**config.mk**
```make
export PLATFORM = sky130hd
export DESIGN_NAME = xm23_inst_encoder
export DESIGN_NICKNAME = d
export VERILOG_FILES = /design/src/rtl/xm23_inst_encoder.sv
export SDC_FILE = /design/constraint.sdc
export NUM_CORES = 1
export LEC_CHECK = 0
export BUFFER_PORTS_ARGS = -buffer_cell sky130_fd_sc_hd__buf_4
export CAP_MARGIN = 10
export CORE_MARGIN = 2
export CORE_UTILIZATION = 40
export DETAILED_ROUTE_END_ITERATION = 12
export PLACE_DENSITY = 0.65
export SKIP_CTS_REPAIR_TIMING = 1
export SLEW_MARGIN = 25
export SYNTH_ARGS = -nofsm -noshare
export SYNTH_HDL_FRONTEND = slang
export SYNTH_SLANG_ARGS = --single-unit
export TNS_END_PERCENT = 10
```
**constraint.sdc**
```tcl
create_clock -name clk -period 1.98 [get_ports clk]
set_input_delay 0.198 -clock clk [delete_from_list [all_inputs] [get_ports clk]]
set_output_delay 0.198 -clock clk [all_outputs]
set_load 0.05 [all_outputs]
```
**src/rtl/xm23_inst_encoder.sv**
```systemverilog
// XM23 instruction encoder: packs op index plus operand fields into 16-bit
// instruction words and streams them to consecutive IMEM addresses.
module xm23_inst_encoder #(
    parameter int ADDR_W = 15
) (
    input  logic              clk,
    input  logic              rst_n,
    input  logic              start,
    input  logic [ADDR_W-1:0] start_addr,
    input  logic              stop,
    input  logic              in_valid,
    output logic              in_ready,
    input  logic [5:0]        op,
    input  logic [12:0]       off,
    input  logic              rc,
    input  logic              wb,
    input  logic [2:0]        s,
    input  logic [2:0]        d,
    input  logic [7:0]        b,
    input  logic              prpo,
    input  logic              dec,
    input  logic              inc,
    input  logic [4:0]        ccf,
    input  logic [2:0]        pr,
    input  logic [3:0]        sa,
    input  logic [3:0]        cex_c,
    input  logic [2:0]        t,
    input  logic [2:0]        f,
    output logic              mem_we,
    output logic [ADDR_W-1:0] mem_addr,
    output logic [15:0]       mem_wdata,
    output logic [ADDR_W:0]   count,
    output logic              full,
    output logic              err_illegal,
    output logic [5:0]        err_op
);

    typedef enum logic [1:0] {
        S_IDLE,
        S_RUN,
        S_FULL
    } state_t;

    localparam logic [ADDR_W-1:0] LAST = {ADDR_W{1'b1}};

    state_t            state_q;
    state_t            state_d;
    logic [ADDR_W-1:0] ptr_q;
    logic              accept;
    logic              legal;
    logic              wr_last;
    logic [15:0]       enc;

    // Group-relative indices; only the low bits matter, so subtract narrow.
    logic [2:0] br_idx;
    logic [3:0] alu_idx;
    logic [2:0] sub_idx;
    logic [1:0] mvl_idx;

    assign in_ready = (state_q == S_RUN) & ~start & ~stop;
    assign accept   = in_valid & in_ready;
    assign legal    = (op < 6'd41);
    assign wr_last  = accept & legal & (ptr_q == LAST);

    assign br_idx  = op[2:0] - 3'd1;
    assign alu_idx = op[3:0] - 4'd9;
    assign sub_idx = op[2:0] - 3'd7;
    assign mvl_idx = op[1:0] - 2'd3;

    always_comb begin
        enc = 16'h0000;
        unique case (1'b1)
            (op == 6'd0):
                enc = {3'b000, off};
            (op >= 6'd1 && op <= 6'd8):
                enc = {3'b001, br_idx, off[9:0]};
            (op >= 6'd9 && op <= 6'd20):
                enc = {4'b0100, alu_idx, rc, wb, s, d};
            (op == 6'd21):
                enc = {8'h4C, 1'b0, wb, s, d};
            (op == 6'd22):
                enc = {8'h4C, 2'b10, s, d};
            (op >= 6'd23 && op <= 6'd25):
                enc = {8'h4D, 1'b0, wb, sub_idx, d};
            (op == 6'd26 || op == 6'd27):
                enc = {8'h4D, 2'b00, sub_idx, d};
            (op == 6'd28):
                enc = {12'h4D8, 1'b0, pr};
            (op == 6'd29):
                enc = {12'h4D9, sa};
            (op == 6'd30):
                enc = {11'b0100_1101_101, ccf};
            (op == 6'd31):
                enc = {11'b0100_1101_110, ccf};
            (op == 6'd32):
                enc = {6'b010100, cex_c, t, f};
            (op == 6'd33):
                enc = {6'b010110, prpo, dec, inc, wb, s, d};
            (op == 6'd34):
                enc = {6'b010111, prpo, dec, inc, wb, s, d};
            (op >= 6'd35 && op <= 6'd38):
                enc = {3'b011, mvl_idx, b, d};
            (op == 6'd39):
                enc = {2'b10, off[6:0], wb, s, d};
            (op == 6'd40):
                enc = {2'b11, off[6:0], wb, s, d};
            default:
                enc = 16'h0000;
        endcase
    end

    always_comb begin
        state_d = state_q;
        if (start)
            state_d = S_RUN;
        else if (stop)
            state_d = S_IDLE;
        else if (state_q == S_RUN && wr_last)
            state_d = S_FULL;
    end

    always_ff @(posedge clk or negedge rst_n) begin
        if (!rst_n)
            state_q <= S_IDLE;
        else
            state_q <= state_d;
    end

    always_ff @(posedge clk or negedge rst_n) begin
        if (!rst_n) begin
            ptr_q       <= '0;
            mem_we      <= 1'b0;
            mem_addr    <= '0;
            mem_wdata   <= 16'h0000;
            count       <= '0;
            full        <= 1'b0;
            err_illegal <= 1'b0;
            err_op      <= 6'd0;
        end else begin
            mem_we <= 1'b0;
            if (start) begin
                ptr_q       <= start_addr;
                count       <= '0;
                full        <= 1'b0;
                err_illegal <= 1'b0;
                err_op      <= 6'd0;
            end else if (accept) begin
                if (legal) begin
                    mem_we    <= 1'b1;
                    mem_addr  <= ptr_q;
                    mem_wdata <= enc;
                    ptr_q     <= ptr_q + ADDR_W'(1);
                    count     <= count + (ADDR_W + 1)'(1);
                    if (ptr_q == LAST)
                        full <= 1'b1;
                end else begin
                    // Keep the first offender for the loader's diagnostics.
                    err_illegal <= 1'b1;
                    if (!err_illegal)
                        err_op <= op;
                end
            end
        end
    end

endmodule

```
; After elaboration in Yosys (flattened, before gate mapping)
; Index checks and enable logic that the tools add are counted.
[totals]
register_bits = 73
latch_bits = 0
mem_bits_rw = 0
romBits = 0
in_bits = 80
out_inout_bits = 57
wordCells = 88
memories = 0
[classes]
addsub = 6
n_mul = 0
div = 0
order_cmp = 9
n_eq_ne = 17
shift = 0
mux = 24
n_bitwise = 7
reduce_logical = 16
[op_table]
columns = operator, n
row1 = $pmux W16 S17, 1
row2 = $eq A6 B5 Y1 const B, 8
row3 = $mux W16, 3
row4 = $mux W15, 3
row5 = $eq A6 B6 Y1 const B, 5
row6 = $mux W6, 4
row7 = $add A16 B1 Y16 const B, 1
row8 = $add A15 B1 Y15 const B, 1
row9 = $eq A15 B15 Y1 const B, 1
row10 = $le A6 B5 Y1 const B, 2
row11 = $mux W1, 10
row12 = $reduce_and A3 Y1, 3
row13 = $ge A6 B1 Y1 const B, 1
row14 = $ge A6 B4 Y1 const B, 1
row15 = $ge A6 B5 Y1 const B, 1
row16 = $ge A6 B6 Y1 const B, 1
row17 = $le A6 B4 Y1 const B, 1
row18 = $le A6 B6 Y1 const B, 1
row19 = $logic_not A6 Y1, 1
row20 = $lt A6 B6 Y1 const B, 1
row21 = $mux W2, 3
row22 = $reduce_bool A2 Y1, 3
row23 = $and A1 B1 Y1, 5
row24 = $logic_and A1 B1 Y1, 5
row25 = other kinds (10), 13

; Logic depth before layout (Yosys ltp)
[depth]
ltp_word = 10
mapped_depth = 11
mapped_depth_nobuf = 9

; Worst setup path before layout
; Ideal clock, no wire load.
[synth_timing]
path_type = flip-flop to flip-flop
startpoint = register state_q[1]
endpoint = register state_q[0]
setup_time_ns = 0.120
arrival_time_ns = 2.213
t_required_ns = 1.860
setup_slack_ns = -0.353
stages_incl_launch_ff = 8
path_buffers = 1
period_less_slack_ns = 2.333
path_cell_list = dfrtp_1 nor4b_4 nand2_1 a21o_1 buf_6 nor4_4 nand2_1 a31o_1
[synth_via]
elab_chain_cells = 8
[synth_lines]
columns = element, line_no
row1 = "start, declared", 46  ; state_t state_q;
row2 = "start signal, assigned", 126  ; state_q <= state_d;
row3 = $eq A2 B1 Y1, 60  ; assign in_ready = (state_q == S_RUN) & ~start & ~stop;
row4 = $and A1 B1 Y1 (2 in series), 60
row5 = named net in_ready, 12  ; output logic in_ready,
row6 = $and A1 B1 Y1, 61  ; assign accept = in_valid & in_ready;
row7 = $and A1 B1 Y1 (2 in series), 63  ; assign wr_last = accept & legal & (ptr_q == LAST);
row8 = $logic_and A1 B1 Y1, 118  ; else if (state_q == S_RUN && wr_last)
row9 = $reduce_bool A3 Y1 (no source line), -
; The timed path passes the listed nets, and every way through them passes these cells.
; A chain may end at the register's enable or synchronous reset.

; Final worst setup path
[layout_timing]
startpoint = input op[1]
endpoint = register mem_wdata[0]
[layout_via]
elab_chain_cells = 3
word_cells_on_any_way = 30
cone_classes = 9 x order compare / 13 x eq/ne / 1 x mux / 7 x reduce/logical
[layout_lines]
columns = element, line_no
row1 = "start, declared", 13  ; input logic [5:0] op,
row2 = "$ge A6 B6 Y1, or another cell as far along", 101  ; (op >= 6'd35 && op <= 6'd38):
row3 = "$logic_and A1 B1 Y1, or another cell as far along", 101
row4 = $pmux W16 S17, 72  ; unique case (1'b1)
row5 = "end signal, assigned", 151  ; mem_wdata <= enc;
row6 = "end, declared", 31  ; output logic [15:0] mem_wdata,
; Parallel ways exist; a longest one is shown, timed or not.

==> flow_metrics.py <==
metrics = {
    "sta": {
        "fmax_mhz": 518,
        "skew_ps": 10.1,
        "slew_viol_final": 0,
        "hold_ws_ps": 23.5,
        "setup_ws_ps": 50.5,
        "max_slew_margin_pct": 44.9,
        "fin_tns_setup_ps": 0,
        "max_slew.worst_pin.slew_ps": 820,
        "hold_violations": 0,
        "grt_setup_unrepaired": "true",
        "finalSetupViolCount": 0,
        "period_minus_slack_ps": 1930,
        "period_share_pct": 97.5,
    },
    "setup_path": {
        "crit_path_max_fanout": 7,
        "reg2reg_depth": 6,
        "arrival_ps": 2170,
        "crit_end": "mem_wdata[0]",
        "worst-setup-path-type": "primary input to flop",
        "r2r-start": "state_q[1]",
        "crit_start": "op[1]",
        "crit_path_start_kind": "primary input",
        "reg2reg_slack_ps": 100,
        "required_ps": 2220,
        "endpoint_kind": "flop",
        "r2r-end": "ptr_q[6]",
    },
    "pwr": {
        "clkPwrFrac_pct": 29.6,
        "comb_power_share_pct": 31.3,
        "p_switching_mw": 1.55,
        "p_total_mw": 4.49,
        "peakVddDrop_mv": 0.460,
        "p_seq_share_pct": 39.1,
        "power.density_nw_per_um2": 721,
        "swShare_pct": 34.4,
        "p_leak_nw": 3.01,
        "power.internal_mw": 2.94,
    },
    "global_route": {
        "grt-ovfl-total": 0,
        "grt_max_degree": 47,
        "antenna_found_initial": 0,
        "grt_pass1_vias": 4268,
        "grt_pass1_wl_um": 21400,
        "grt.total_usage_pct": 24.1,
    },
    "synth": {
        "synth-simple-area-share_pct": 25.0,
        "synth_xor_area_share_pct": 3.29,
        "yosys.area.top_type_share_pct": 42.9,
        "syn_area_um2": 4260,
        "synth_compound_area_share_pct": 20.7,
        "synthMuxAreaShare_pct": 0.734,
        "synth_edf_count": 0,
        "synth-async-reset-ratio_pct": 100,
        "synth_ff_type": "dfrtp_1",
        "synth_adder_area_share_pct": 2.35,
        "ys_warn_count": 0,
        "syn_avg_cell_area_um2": 8.78,
        "netlist_top_cells_area": "dfrtp_1 43%, nand2_1 9.2%, o21ai_0 3.9%",
        "synth.distinct_cells": 64,
        "synth-seq-cells": 73,
        "synth-seq-area-share_pct": 42.9,
        "yosys.area.top_type": "dfrtp_1",
        "synthCells": 485,
        "synth_top_family_by_area": "simple AND/OR/NAND/NOR gates",
        "synth_nets": 573,
    },
    "worst_hold_path": {
        "min_path_type": "primary input to flop",
        "hold_depth": 2,
    },
    "die": {
        "die_area_um2": 11500,
        "core_area_um2": 10300,
        "rows": 37,
        "initial_utilization_pct": 41.3,
        "die_h_um": 107,
        "die_w_um": 107,
        "ioPinCount": 137,
    },
    "routing": {
        "viasPerCell": 5.41,
        "drtPass1Iterations": 7,
        "vias": 4388,
        "ant_nets": 0,
        "wl_per_cell_um": 16.7,
        "drtIter0Drc": 262,
        "drc": 0,
        "wirelength_um": 13600,
    },
    "clock_tree": {
        "cts_tree": "done",
        "clk_path_buf_depth": 2,
        "path_clk_slew_ps": 70,
        "cts_root_buf": "clkbuf_8",
        "numCtsBuffers": 9,
        "insertion_delay_ps": 360,
        "htree_levels": 3,
        "cts.sinks": 73,
    },
    "final_layout": {
        "final_core_util_pct": 60.3,
        "num_antenna_cells": 0,
        "layout.nets": 758,
        "drive_above_1_share_pct": 38.5,
        "syn_to_final_growth_pct": 46.2,
    },
    "outcome": {
        "outcome": "completed",
    },
    "place": {
        "hpwlAfterDp_um": 10400,
        "gp_congestion": 0.979,
        "pre_cts_ws_ps": -456,
        "numPortBuffers": 136,
    },
    "job": {
        "maxCapViolCount": 0,
    },
}
[cell usage after synthesis (4+ instances only)]
cell type  number
nor4_1          7
a21o_1          4
o21ai_2        10
clkbuf_1       16
nor3_1         12
a21oi_1        21
xor2_1          4
buf_2           7
a211oi_1        5
buf_6           5
inv_1          11
o21ai_0        33
a221oi_1        5
nand2_1       104
nor2_1         37
nand2b_1        4
ha_1            8
o21ai_1        10
nand3_1        12
dfrtp_1        73
and3_1          5
xnor2_1        12
nand4_1         6
a22oi_1        14
[cell type report]
| class | instances | area [µm²] |
|---|---|---|
| Fill cell | 949 | 4100 |
| Multi-Input combinational cell | 369 | 2360 |
| Sequential cell | 73 | 1830 |
| Timing Repair Buffer | 205 | 1610 |
| Tap cell | 136 | 170 |
| Clock buffer | 14 | 163 |
| Clock inverter | 2 | 60.1 |
| Inverter | 12 | 45.0 |
[worst max-delay path, stage by stage]
cell      delay (ps)
buf_4            130
inv_2             50
buf_4            120
ha_2             180
buf_4            160
nor2b_4          120
o32ai_2          100
or3_4            340
or3_4            430
a221oi_2         260
o21ai_1           80
[power by group through the flow]
stage | clock (mW) | sequential (mW) | combinational (mW)
after floorplan | 0 | 2.22 | 0.374
after global placement | 0 | 1.78 | 1.38
after detailed placement | 0 | 1.79 | 1.39
after CTS | 1.36 | 1.76 | 1.39
after global routing | 1.43 | 1.78 | 1.50
final | 1.33 | 1.76 | 1.41
[through the flow]
step	cell area, µm²	std cells
finish	6230	811
global route	6230	811
CTS	6130	810
detailed placement	5910	794
global placement	5900	794
floorplan	4320	485
[worst min-delay path by stage]
stage / startpoint / endpoint
4_1_cts: rst_n / count[5]
2_1_floorplan: rst_n / count[0]
6_report: stop / state_q[1]
5_1_grt: stop / state_q[1]
3_5_place_dp: rst_n / count[5]
3_3_place_gp: rst_n / count[5]
[sequential cells by signal, summed over array words and instances (netlist names)]
register     count
full             1
mem_we           1
state_q          2
err_illegal      1
err_op           6
ptr_q           15
count           16
mem_addr        15
mem_wdata       16
[placed cells by master, fill, tap and decap left out, types with 4 or more instances in the layout]
cell type  instances
buf_4            198
nand2_1          104
dfrtp_1           73
nor2_1            37
o21ai_0           32
a21oi_1           21
a22oi_1           14
nand3_1           12
xnor2_1           12
o21ai_1           11
clkbuf_8          11
nor3_1            10
o21ai_2           10
inv_1              9
nand4_1            6
ha_1               6
nor4_4             5
and3_1             5
a211oi_1           5
buf_12             5
nand2b_1           4
xor2_1             4
nor4_1             4
[metal layers]
metal,up-vias,track usage (%),share of wire [%]
met4,0,9.46,2.8
li1,2104,-,-
met5,-,0,0
met1,2064,30.8,42
met2,193,39.3,48
met3,27,5.78,7.3
[logic make-up (layout without fill, tap and decap cells)]
group                    count (synthesis)  after routing
AO/OA/AOI/OAI                          128            128
XOR/XNOR                                16             16
adder cells (fa/ha/maj)                  8              8
buffers and inverters                   43            233
flip-flops                              73             73
multiplexers                             3              3
AND/OR/NAND/NOR                        214            214
(Power assumes the default switching activity.)
